===== config.mk =====
export PLATFORM = sky130hd
export DESIGN_NAME = contador_entrada_flat
export DESIGN_NICKNAME = d
export VERILOG_FILES = /design/src/rtl/contador_entrada_if.sv /design/src/rtl/contador_entrada.sv /design/src/flat_wrapper.sv
export SDC_FILE = /design/constraint.sdc
export NUM_CORES = 1
export LEC_CHECK = 0
export CORE_MARGIN = 2
export CORE_UTILIZATION = 51
export DETAILED_ROUTE_END_ITERATION = 6
export GPL_TIMING_DRIVEN = 1
export PLACE_DENSITY_LB_ADDON = 0.08
export SETUP_SLACK_MARGIN = 0.4
export SLEW_MARGIN = 20
export SYNTH_ARGS = -nofsm -noshare
export SYNTH_HDL_FRONTEND = slang
export SYNTH_SLANG_ARGS = --single-unit

===== constraint.sdc =====
create_clock -name clk -period 2.95 [get_ports clk]
set_input_delay 0.885 -clock clk [delete_from_list [all_inputs] [get_ports clk]]
set_output_delay 0.885 -clock clk [all_outputs]
set_load 0.02 [all_outputs]

===== src/rtl/contador_entrada_if.sv =====
// Button/counter bundle between the mode buttons, the up/down counter and the
// 7-segment decoder it feeds.
//   btn_sobe/btn_desce/btn_pausa : raw asynchronous push-buttons (up/down/pause)
//   saida                        : counter value, LARGO bits, to decoder 'entrada'
//   volta                        : one-clock pulse on the wrapping step
//   estado                       : mode, 00 PARADO, 01 SUBINDO, 10 DESCENDO
// master = button/display side, slave = counter.
interface contador_entrada_if #(
  parameter int unsigned LARGO = 5
) ();
  logic             btn_sobe;
  logic             btn_desce;
  logic             btn_pausa;
  logic [LARGO-1:0] saida;
  logic             volta;
  logic [1:0]       estado;

  modport master (
    output btn_sobe,
    output btn_desce,
    output btn_pausa,
    input  saida,
    input  volta,
    input  estado
  );

  modport slave (
    input  btn_sobe,
    input  btn_desce,
    input  btn_pausa,
    output saida,
    output volta,
    output estado
  );
endinterface


===== src/rtl/contador_entrada.sv =====
// Up/down counter driving the 5-bit 'entrada' bus of the 7-segment decoder.
// Three buttons select count up, count down or pause; a prescaler of DIV
// clocks sets the step rate; volta pulses on each wrap.
//   clk  : single clock, rising edge
//   rst  : synchronous active-high reset
//   bus  : contador_entrada_if slave (buttons in; saida, volta, estado out)
// All outputs come straight from flops.
module contador_entrada #(
  parameter int unsigned DIV   = 4,
  parameter int unsigned LARGO = 5
) (
  input  logic              clk,
  input  logic              rst,
  contador_entrada_if.slave bus
);

  localparam int unsigned   PW      = (DIV > 1) ? $clog2(DIV) : 1;
  localparam logic [PW-1:0] PRE_MAX = PW'(DIV - 1);

  typedef enum logic [1:0] {
    PARADO   = 2'b00,
    SUBINDO  = 2'b01,
    DESCENDO = 2'b10
  } estado_t;

  estado_t          estado_q;
  logic [PW-1:0]    pre_q;
  logic [LARGO-1:0] saida_q;
  logic             volta_q;

  // Button synchronizer chain; bit 0 sobe, bit 1 desce, bit 2 pausa.
  logic [2:0] s1;
  logic [2:0] s2;
  logic [2:0] s3;
  logic [2:0] ev;
  logic       ev_sobe;
  logic       ev_desce;
  logic       ev_pausa;
  logic       passo;

  // One event per rising edge of the synchronized button.
  assign ev       = s2 & ~s3;
  assign ev_sobe  = ev[0];
  assign ev_desce = ev[1];
  assign ev_pausa = ev[2];

  // Prescaler terminal count: the step happens on this edge.
  assign passo = (pre_q == PRE_MAX);

  // Synchronizer, mode FSM, prescaler and counter.
  always_ff @(posedge clk) begin
    if (rst) begin
      s1       <= '0;
      s2       <= '0;
      s3       <= '0;
      estado_q <= PARADO;
      pre_q    <= '0;
      saida_q  <= '0;
      volta_q  <= 1'b0;
    end else begin
      s1      <= {bus.btn_pausa, bus.btn_desce, bus.btn_sobe};
      s2      <= s1;
      s3      <= s2;
      volta_q <= 1'b0;

      // Events for the current mode are filtered out by simply not being
      // listed in that mode; a mode change never steps the counter.
      unique case (estado_q)
        PARADO: begin
          pre_q <= '0;
          if (ev_sobe) begin
            estado_q <= SUBINDO;
          end else if (ev_desce) begin
            estado_q <= DESCENDO;
          end
        end

        SUBINDO: begin
          if (ev_pausa) begin
            estado_q <= PARADO;
            pre_q    <= '0;
          end else if (ev_desce) begin
            estado_q <= DESCENDO;
            pre_q    <= '0;
          end else if (passo) begin
            pre_q   <= '0;
            saida_q <= saida_q + LARGO'(1);
            volta_q <= (saida_q == '1);
          end else begin
            pre_q <= pre_q + PW'(1);
          end
        end

        DESCENDO: begin
          if (ev_pausa) begin
            estado_q <= PARADO;
            pre_q    <= '0;
          end else if (ev_sobe) begin
            estado_q <= SUBINDO;
            pre_q    <= '0;
          end else if (passo) begin
            pre_q   <= '0;
            saida_q <= saida_q - LARGO'(1);
            volta_q <= (saida_q == '0);
          end else begin
            pre_q <= pre_q + PW'(1);
          end
        end

        default: begin
          estado_q <= PARADO;
          pre_q    <= '0;
        end
      endcase
    end
  end

  assign bus.saida  = saida_q;
  assign bus.volta  = volta_q;
  assign bus.estado = estado_q;

endmodule


===== src/flat_wrapper.sv =====
// flat-port wrapper written by rule: the top's interface ports become plain ports
module contador_entrada_flat 
#(
  parameter int unsigned DIV   = 4,
  parameter int unsigned LARGO = 5
)
  (clk, rst, bus_btn_sobe, bus_btn_desce, bus_btn_pausa, bus_saida, bus_volta, bus_estado);
  contador_entrada_if #(.LARGO(LARGO)) bus_i ();
  input  logic clk;
  input  logic rst;
  input wire logic [$bits(bus_i.btn_sobe)-1:0] bus_btn_sobe;
  input wire logic [$bits(bus_i.btn_desce)-1:0] bus_btn_desce;
  input wire logic [$bits(bus_i.btn_pausa)-1:0] bus_btn_pausa;
  output wire logic [$bits(bus_i.saida)-1:0] bus_saida;
  output wire logic [$bits(bus_i.volta)-1:0] bus_volta;
  output wire logic [$bits(bus_i.estado)-1:0] bus_estado;
  assign bus_i.btn_sobe = bus_btn_sobe;
  assign bus_i.btn_desce = bus_btn_desce;
  assign bus_i.btn_pausa = bus_btn_pausa;
  assign bus_saida = bus_i.saida;
  assign bus_volta = bus_i.volta;
  assign bus_estado = bus_i.estado;
  contador_entrada #(.DIV(DIV), .LARGO(LARGO)) u_core (.clk(clk), .rst(rst), .bus(bus_i));
endmodule

==> impl_metrics.json, run 1 <==
{
  "finalMaxSlewViolations": 0,
  "r2r_end": "u_core.bus.saida[4]",
  "crit_required_ns": 2.07,
  "stdcell_count": 123,
  "synth_largest_area_cell": "dfxtp_1",
  "htreeDepth": 1,
  "crit_path_cell_trace": "clkdlybuf4s50_1",
  "p_leak_nw": 0.4495,
  "dp_hpwl_um": 1086,
  "fin_worst_skew_ns": 0.007407,
  "ioPinCount": 13,
  "clock_sinks": 19,
  "drtIter0Drc": 19,
  "gp_congestion": 0.8103,
  "synth_area_um2": 893.4,
  "cts_buffers": 3,
  "timing.critical_path.from": "u_core.bus.saida[0]",
  "rr_worst_depth": 8,
  "power.density_nw_per_um2": 455.0,
  "synth_most_common_cell": "dfxtp_1",
  "start_kind": "register",
  "setup_viol": 0,
  "cts_root_buffer": "clkbuf_4",
  "path_delay_family": "buffers and inverters",
  "syn_to_final_growth_pct": 18.07,
  "cts_tree": "done",
  "grtUsageMet1_pct": 23.66,
  "path_clk_slew_ns": 0.12,
  "ys.flop_type": "dfxtp_1",
  "drc": 0,
  "yosysTopAreaCellShare_pct": 42.58,
  "hold_violations": 0,
  "grtUsageMet2_pct": 28.61,
  "post_cts_buffers": 0,
  "ir_drop_v": 0.0003193,
  "worst_setup_path_end_kind": "primary output",
  "cpPeakStageDelay_ns": 0.66,
  "rr_startpoint": "u_core.bus.estado[0]",
  "postRouteAntennaNets": 0,
  "clock_latency_ns": 0.30,
  "dieArea_um2": 2103,
  "critPathMaxFanout": 6,
  "worst-path-buf-inv": 1,
  "worst_pin_slew_ns": 0.3055,
  "synth_area_per_cell_um2": 9.817,
  "routed_via_density": 5.496,
  "fin_crit_ns": 2.328,
  "drive_gt1_share_pct": 6.604,
  "grt_pass1_wl_um": 2739,
  "layout.nets": 121,
  "hold_buffers": 0,
  "cap_violations": 0,
  "grt-ovfl-total": 0,
  "wl_um": 1536,
  "max_slew_margin_pct": 79.11,
  "fmax_mhz": 429.5,
  "synth_edf_count": 0,
  "fp.dieW_um": 45.86,
  "endpoint": "bus_saida[0]",
  "ctsResizeCount": 0,
  "firstDrtPassIters": 4,
  "portBuffers": 12,
  "worstPathArrival_ns": 1.44,
  "r2r_slack_ns": 0.69,
  "synth.distinct_cells": 29,
  "synth_seq_cells": 19,
  "seq_area_frac_synth_pct": 42.58,
  "diodes": 0,
  "synthCells": 91,
  "synth_fp_nets": 105,
  "outcome": "completed",
  "grt_max_degree": 18,
  "rows": 15,
  "start_util_pct": 52.89,
  "post_drt_wl_per_cell_um": 12.49,
  "cts.path.max_buffers": 2,
  "die_y_um": 45.86,
  "use_met3_pct": 3.968,
  "placed_cells": 119,
  "async_reset_ff_share_pct": 0,
  "rsz0062_at_grt": "false",
  "vias": 676,
  "cp_slowest_cell": "clkdlybuf4s50_1",
  "post-route-period-util_pct": 78.93,
  "grtUsageTotal_pct": 18.10,
  "hold_path_class": "reg2reg",
  "grt_pass1_vias": 616,
  "ys_top_cells_by_count": "dfxtp_1, nor2b_1, a21oi_1, ha_1, nor2_1",
  "core_area_um2": 1689,
  "fin_tns_setup_ns": 0,
  "path_class": "reg2out",
  "synthTopCellsByArea": "dfxtp_1, ha_1, nor2b_1",
  "busiest_layer": "met2",
  "worst-path-stages": 1,
  "yosysWarnings": 0,
  "antenna_found_initial": 0
}
==> logic make-up after synthesis <==
family | count (synthesis) | share of synthesized area [%]
flops | 19 | 42.58
buf+inv | 6 | 3.360
compound gates | 17 | 12.19
simple gates | 33 | 21.15
xor+xnor | 4 | 3.922
mux | 3 | 3.361
fa+ha+maj | 9 | 13.45
==> stage by stage <==
step	hold slack (ns)	util (%)	instance area, um^2	worst slack (ns)	total power, mW
final	0.4487	62.44	1055	0.6217	0.4799
after floorplan	0.4130	-	893.4	0.7086	0.3286
after detailed placement	0.4287	60.81	1027	0.7298	0.3510
after CTS	0.4525	62.44	1055	0.6022	0.4848
after global routing	0.4659	62.44	1055	0.4753	0.5066
after global placement	0.4199	60.81	1027	0.7950	0.3499
==> how the worst min path moves through the flow <==
stage | start | end | depth (start not counted)
2_1_floorplan | u_core.pre_q[0] | u_core.pre_q[0] | 1
4_1_cts | u_core.pre_q[0] | u_core.pre_q[0] | 1
3_5_place_dp | u_core.s1[0] | u_core.s2[0] | 1
3_3_place_gp | u_core.s1[2] | u_core.s2[2] | 1
6_report | u_core.s1[2] | u_core.s2[2] | 1
5_1_grt | u_core.s1[0] | u_core.s2[0] | 1
==> report_power, final <==
part           internal [mW]  leakage (nW)  switching [mW]
clock network         0.0505        0.0177          0.0846
registers              0.266         0.155         0.00934
logic                 0.0346         0.277          0.0348
total                  0.351         0.449           0.129
==> registers in the layout, summed over array words and instances (netlist names) <==
register / cells
u_core.bus.estado: 2
u_core.bus.saida: 5
u_core.bus.volta: 1
u_core.pre_q: 2
u_core.s1: 3
u_core.s2: 3
u_core.s3: 3
==> placed cells by master (no fill, tap or decap) <==
| cell | synthesis | final |
|---|---|---|
| a22oi_1 | 1 | 1 |
| o21a_1 | 1 | 1 |
| a2111oi_0 | 1 | 1 |
| o31ai_1 | 1 | 1 |
| ha_1 | 8 | 8 |
| nand3_1 | 4 | 4 |
| inv_1 | 4 | 4 |
| and2b_1 | 1 | 1 |
| nand2b_1 | 3 | 3 |
| nor4_1 | 1 | 1 |
| or3_1 | 1 | 1 |
| xnor2_1 | 1 | 1 |
| fa_1 | 1 | 1 |
| clkinv_2 | 0 | 1 |
| xor2_1 | 3 | 3 |
| a21oi_1 | 8 | 8 |
| nor2_1 | 6 | 6 |
| dfxtp_1 | 19 | 19 |
| clkdlybuf4s50_1 | 0 | 12 |
| nand2b_4 | 1 | 1 |
| a211oi_1 | 1 | 1 |
| a21o_1 | 2 | 2 |
| buf_4 | 0 | 1 |
| clkbuf_4 | 0 | 3 |
| o21ai_0 | 1 | 1 |
| nor2b_1 | 9 | 9 |
| a221o_1 | 1 | 1 |
| nor3_1 | 4 | 4 |
| mux2i_1 | 3 | 3 |
| nand3_2 | 1 | 1 |
| nand2_1 | 2 | 2 |
==> metal layers <==
| metal | wire [um] | vias up | share of wire, % |
|---|---|---|---|
| met5 | 0 | - | 0 |
| met4 | 18 | 0 | 1.2 |
| met3 | 43 | 4 | 2.8 |
| met2 | 723 | 17 | 47 |
| met1 | 752 | 310 | 49 |
| li1 | - | 345 | - |
==> cell type report <==
type                            count  area [um^2]
Fill cell                         147        634.4
Multi-Input combinational cell     66        483.0
Sequential cell                    19        380.4
Timing Repair Buffer               13        127.6
Clock buffer                        3        22.52
Tap cell                           17        21.27
Inverter                            4        15.01
Clock inverter                      1        5.005
No activity file was read; power rests on OpenSTA's default activity.
==> run 2: changes to the inputs <==
==> constraint.sdc (replaced) <==
create_clock -name clk -period 2.2 [get_ports clk]
set_input_delay 0.66 -clock clk [delete_from_list [all_inputs] [get_ports clk]]
set_output_delay 0.66 -clock clk [all_outputs]
set_load 0.02 [all_outputs]
==> impl_metrics.json, run 2 (synthesis gave the netlist of run 1 again) <==
{
  "hold-path-endpoint": "u_core.s2[0]",
  "rr_worst_depth": 8,
  "cts.path.max_buffers": 2,
  "hold_buffers": 0,
  "post-route-period-util_pct": 81.43,
  "path_clk_slew_ns": 0.11,
  "firstDrtPassIters": 4,
  "clockPowerShare_pct": 27.0,
  "syn_to_final_growth_pct": 22.83,
  "layout_commonest_cell": "dfxtp_1",
  "met2WireLength_um": 726,
  "max_slew_margin_pct": 78.10,
  "ff_latch_area_um2": 387.9,
  "cts_tree": "done",
  "ioPinCount": 13,
  "fin_tns_setup_ns": 0,
  "largest_reg_flops": 5,
  "p_seq_share_pct": 58.0,
  "hold_path_class": "reg2reg",
  "die_y_um": 45.86,
  "hold_violations": 0,
  "cap_violations": 0,
  "p_leak_nw": 0.4994,
  "hold_depth": 1,
  "holdCritStartpoint": "u_core.s1[0]",
  "diodes": 0,
  "r2r_end": "u_core.bus.saida[4]",
  "r2r_slack_ns": 0.41,
  "drtIter0Drc": 6,
  "core_area_um2": 1689,
  "start_util_pct": 52.89,
  "multi_input_area_um2": 501.7,
  "cts_root_buffer": "clkbuf_4",
  "dieArea_um2": 2103,
  "setup_viol": 0,
  "fp.dieW_um": 45.86,
  "holdWs_ns": 0.4446,
  "gp_congestion": 0.8453,
  "cts_buffers": 3,
  "crit_required_ns": 2.43,
  "fmax_mhz": 558.2,
  "comb_power_share_pct": 15.0,
  "htreeDepth": 1,
  "ir_drop_v": 0.0004113,
  "worst_setup_path_end_kind": "register",
  "wl_met1_um": 753,
  "postRouteAntennaNets": 0,
  "routed_via_density": 5.444,
  "dr_wl_met3_um": 36,
  "internal_power_mw": 0.4713,
  "dp_hpwl_um": 1122,
  "routed.top_layer": "met4",
  "power.density_nw_per_um2": 580.7,
  "final_cell_mix": "dfxtp_1, nor2b_1, a21oi_1, ha_1, dlygate4sd2_1",
  "worst_pin_slew_ns": 0.3203,
  "fin_worst_skew_ns": 0.002708,
  "grt-ovfl-total": 0,
  "clock_latency_ns": 0.29,
  "rsz0062_at_grt": "true",
  "fin_util_pct": 64.96,
  "path_class": "reg2reg",
  "finalMaxSlewViolations": 0,
  "antenna_found_initial": 0,
  "drive_gt1_share_pct": 16.51,
  "nFillCells": 156,
  "outcome": "completed",
  "grt_max_degree": 17,
  "vias": 686,
  "p_sw_mw": 0.1659,
  "worstPathArrival_ns": 2.02,
  "wl_um": 1560,
  "critPathMaxFanout": 8,
  "grtUsageTotal_pct": 18.52,
  "layout.nets": 124,
  "drc": 0,
  "rr_startpoint": "u_core.bus.estado[0]",
  "rows": 15,
  "portBuffers": 12,
  "fin_crit_ns": 1.791,
  "start_kind": "register",
  "grt_pass1_wl_um": 2760,
  "post_drt_wl_per_cell_um": 12.38,
  "grt_pass1_vias": 664,
  "clock_sinks": 19,
  "p_sw_share_pct": 26.04
}
==> run 2: cell count changes in the layout (fill, tap and decap cells not counted), moves of 3 or more <==
cell             previous run  this run
dfxtp_1                    19        15
dlygate4sd2_1               0         7
buf_4                       1         4
clkdlybuf4s50_1            12         4
dfxtp_2                     0         3
==> run 2: layout make-up <==
class	instances	area share [%]
multi-input combinational	66	45.72
sequential	19	35.35
timing repair buffer	16	12.88
clock buffer	3	2.052
tap	17	1.938
inverter	4	1.596
clock inverter	1	0.4561
==> run 2: through the flow <==
step	cell area, um^2	power, mW	worst slack (ns)	instances
floorplan	919.6	0.4440	0.3893	91
global placement	1054	0.4722	0.4047	119
detailed placement	1054	0.4736	0.3677	119
CTS	1094	0.6495	0.3860	126
global route	1097	0.6767	0.3243	126
finish	1097	0.6373	0.4086	126
==> run 2: per-layer routing <==
metal	vias to the layer above	global-route usage (%)
met1	323	23.23
met4	0	10.29
met3	4	3.571
met5	-	0
li1	349	-
met2	10	29.44
==> run 2: repair_timing <==
| action | 4_1_cts | 5_1_grt |
|---|---|---|
| buffers inserted | 3 | 0 |
| gates resized for setup | 8 | 3 |
| pin swaps | 1 | 0 |
| setup endpoints to repair | 9 | 4 |
==> run 2: power by group through the flow <==
stage | Sequential, mW | Clock, mW | Combinational, mW
finish | 0.370 | 0.172 | 0.0957
floorplan | 0.383 | 0 | 0.0608
CTS | 0.369 | 0.184 | 0.0958
global placement | 0.378 | 0 | 0.0947
global route | 0.372 | 0.198 | 0.106
detailed placement | 0.378 | 0 | 0.0955
==> run 2: how the worst max path moves through the flow <==
stage / to / depth (start not counted) / slack, ns / start
finish: u_core.bus.saida[4] / 8 / 0.41 / u_core.bus.estado[0]
global route: u_core.bus.saida[4] / 8 / 0.32 / u_core.bus.estado[0]
CTS: bus_saida[0] / 1 / 0.39 / u_core.bus.saida[0]
detailed placement: u_core.bus.saida[4] / 8 / 0.37 / u_core.bus.estado[0]
global placement: u_core.bus.saida[4] / 8 / 0.40 / u_core.bus.estado[0]
floorplan: u_core.bus.saida[4] / 8 / 0.39 / u_core.bus.estado[0]
==> run 2: critical path, cell delays in order, from the launching register on <==
cell	delay, ns
dfxtp_4	0.37
inv_4	0.04
ha_4	0.18
ha_1	0.32
a21o_1	0.20
a21oi_2	0.12
xor2_1	0.08
or3_1	0.30
a21oi_1	0.12
==> run 3: changes to the inputs <==
==> constraint.sdc (replaced) <==
create_clock -name clk -period 1.8 [get_ports clk]
set_input_delay 0.54 -clock clk [delete_from_list [all_inputs] [get_ports clk]]
set_output_delay 0.54 -clock clk [all_outputs]
set_load 0.02 [all_outputs]
==> impl_metrics.json, run 3 (synthesis gave the netlist of run 1 again) <==
{
  "p_leak_nw": 0.5600,
  "grtUsageTotal_pct": 20.92,
  "antenna_found_initial": 0,
  "crit_required_ns": 2.04,
  "finalMaxSlewViolations": 0,
  "drtIter0Drc": 14,
  "fin_worst_skew_ns": 0.002594,
  "met2WireLength_um": 1015,
  "cp_slowest_cell": "dfxtp_4",
  "vias": 742,
  "syn_to_final_growth_pct": 48.46,
  "grt_pass1_wl_um": 3070,
  "worst_setup_path_end_kind": "register",
  "fin_util_pct": 78.52,
  "hold_path_class": "reg2reg",
  "dr_wl_met3_um": 43,
  "outcome": "completed",
  "hold_buffers": 0,
  "routed_via_density": 5.456,
  "wl_met1_um": 859,
  "routed.top_layer": "met4",
  "drive_gt1_share_pct": 42.02,
  "post-place-ws_ns": -0.01984,
  "die_y_um": 45.86,
  "place_area_um2": 1097,
  "largest_reg_flops": 5,
  "cts_tree": "done",
  "htreeDepth": 1,
  "portBuffers": 12,
  "firstDrtPassIters": 3,
  "start_util_pct": 52.89,
  "rsz0062_at_grt": "true",
  "setup_viol": 0,
  "cap_violations": 0,
  "worst_pin_slew_ns": 0.2921,
  "postRouteAntennaNets": 0,
  "path_clk_slew_ns": 0.11,
  "cpPeakStageDelay_ns": 0.38,
  "layout.nets": 134,
  "cts_buffers": 3,
  "grt_pass1_vias": 666,
  "critPathMaxFanout": 4,
  "clock_sinks": 19,
  "grt_max_degree": 17,
  "start_kind": "register",
  "ir_drop_v": 0.0004979,
  "wl_um": 1941,
  "finish.instance_area_um2": 1326,
  "hold_violations": 0,
  "post-route-period-util_pct": 99.72,
  "crit_path_cell_trace": "inv_4 > ha_4 > fa_2 > a21o_1 > a21oi_2 > xor2_1 > or3_1 > a21oi_1",
  "fin_crit_ns": 1.795,
  "path_delay_family": "adder cells",
  "cts.path.max_buffers": 2,
  "rows": 15,
  "power.density_nw_per_um2": 638.6,
  "diodes": 0,
  "max_slew_margin_pct": 80.53,
  "dieArea_um2": 2103,
  "final_cell_mix": "dfxtp_1, buf_4, nor2b_1",
  "fp.dieW_um": 45.86,
  "gp_congestion": 0.8077,
  "cts_root_buffer": "clkbuf_4",
  "layout_commonest_cell": "dfxtp_1",
  "worstPathArrival_ns": 2.04,
  "grt-ovfl-total": 0,
  "worst-path-buf-inv": 1,
  "drc": 0,
  "dp_hpwl_um": 1323,
  "core_area_um2": 1689,
  "clock_latency_ns": 0.30,
  "fmax_mhz": 557.1,
  "setup_ws_ns": 0.005002,
  "path_class": "reg2reg",
  "post_drt_wl_per_cell_um": 14.27,
  "ioPinCount": 13
}
## run 3: changes by cell type in the layout (fill, tap and decap cells not counted), moves of 4 or more
cell	previous run	this run
buf_6	0	8
buf_4	4	10
dlygate4sd2_1	7	1
ha_1	7	3
ha_4	1	5
## run 3: layout make-up
class	instances	area (um^2)
well taps	17	21.27
repair buffers	26	235.2
inverters	4	17.52
flip-flops and latches	19	396.6
clock inverters	1	5.005
multi-input cells	66	628.1
clock buffers	3	22.52
fillers	117	362.8
## run 3: routing by layer
layer | vias to the layer above | global-route usage (%)
met2 | 11 | 34.72
li1 | 370 | -
met5 | - | 0
met4 | 0 | 12.00
met3 | 2 | 2.381
met1 | 359 | 25.79
## run 3: report_power, final
part	switching, mW	internal, mW	total, mW	leakage [nW]
sequential	0.0158	0.433	0.449	0.159
combinational	0.0842	0.0914	0.176	0.384
clock	0.140	0.0828	0.223	0.0177
## run 3: through the flow
step	power, mW	hold slack (ns)	cells	TNS [ns]
finish	0.8470	0.4496	136	0
global route	0.8878	0.4673	136	-0.03448
CTS	0.8269	0.4497	135	0
detailed placement	0.5964	0.4231	124	-0.01984
global placement	0.5902	0.4183	124	0
floorplan	0.5426	0.4130	91	-0.01068
## run 3: final timing paths
| path | from | end | slack (ns) | cells past startpoint |
|---|---|---|---|---|
| setup / recovery | u_core.bus.estado[0] | u_core.bus.saida[4] | 0.005 | 8 |
| hold / removal | u_core.s1[2] | u_core.s2[2] | 0.45 | 1 |
| setup reg to reg | u_core.bus.estado[0] | u_core.bus.saida[4] | 0.005 | 8 |
| hold reg to reg | u_core.s1[2] | u_core.s2[2] | 0.45 | 1 |
## run 3: repair_timing
| action | CTS | global route |
|---|---|---|
| endpoints found under the setup margin | 13 | 15 |
| resized for setup | 41 | 24 |
| buffers inserted | 7 | 1 |
| pin swaps | 3 | 14 |
## run 3: worst register-to-register path: cells and delay by family, from the launching register on
family | cells | cell delay [ns]
simple gates | 1 | 0.30
compound gates | 3 | 0.42
xor+xnor | 1 | 0.08
fa+ha+maj | 2 | 0.52
buf+inv | 1 | 0.04
flops | 1 | 0.38
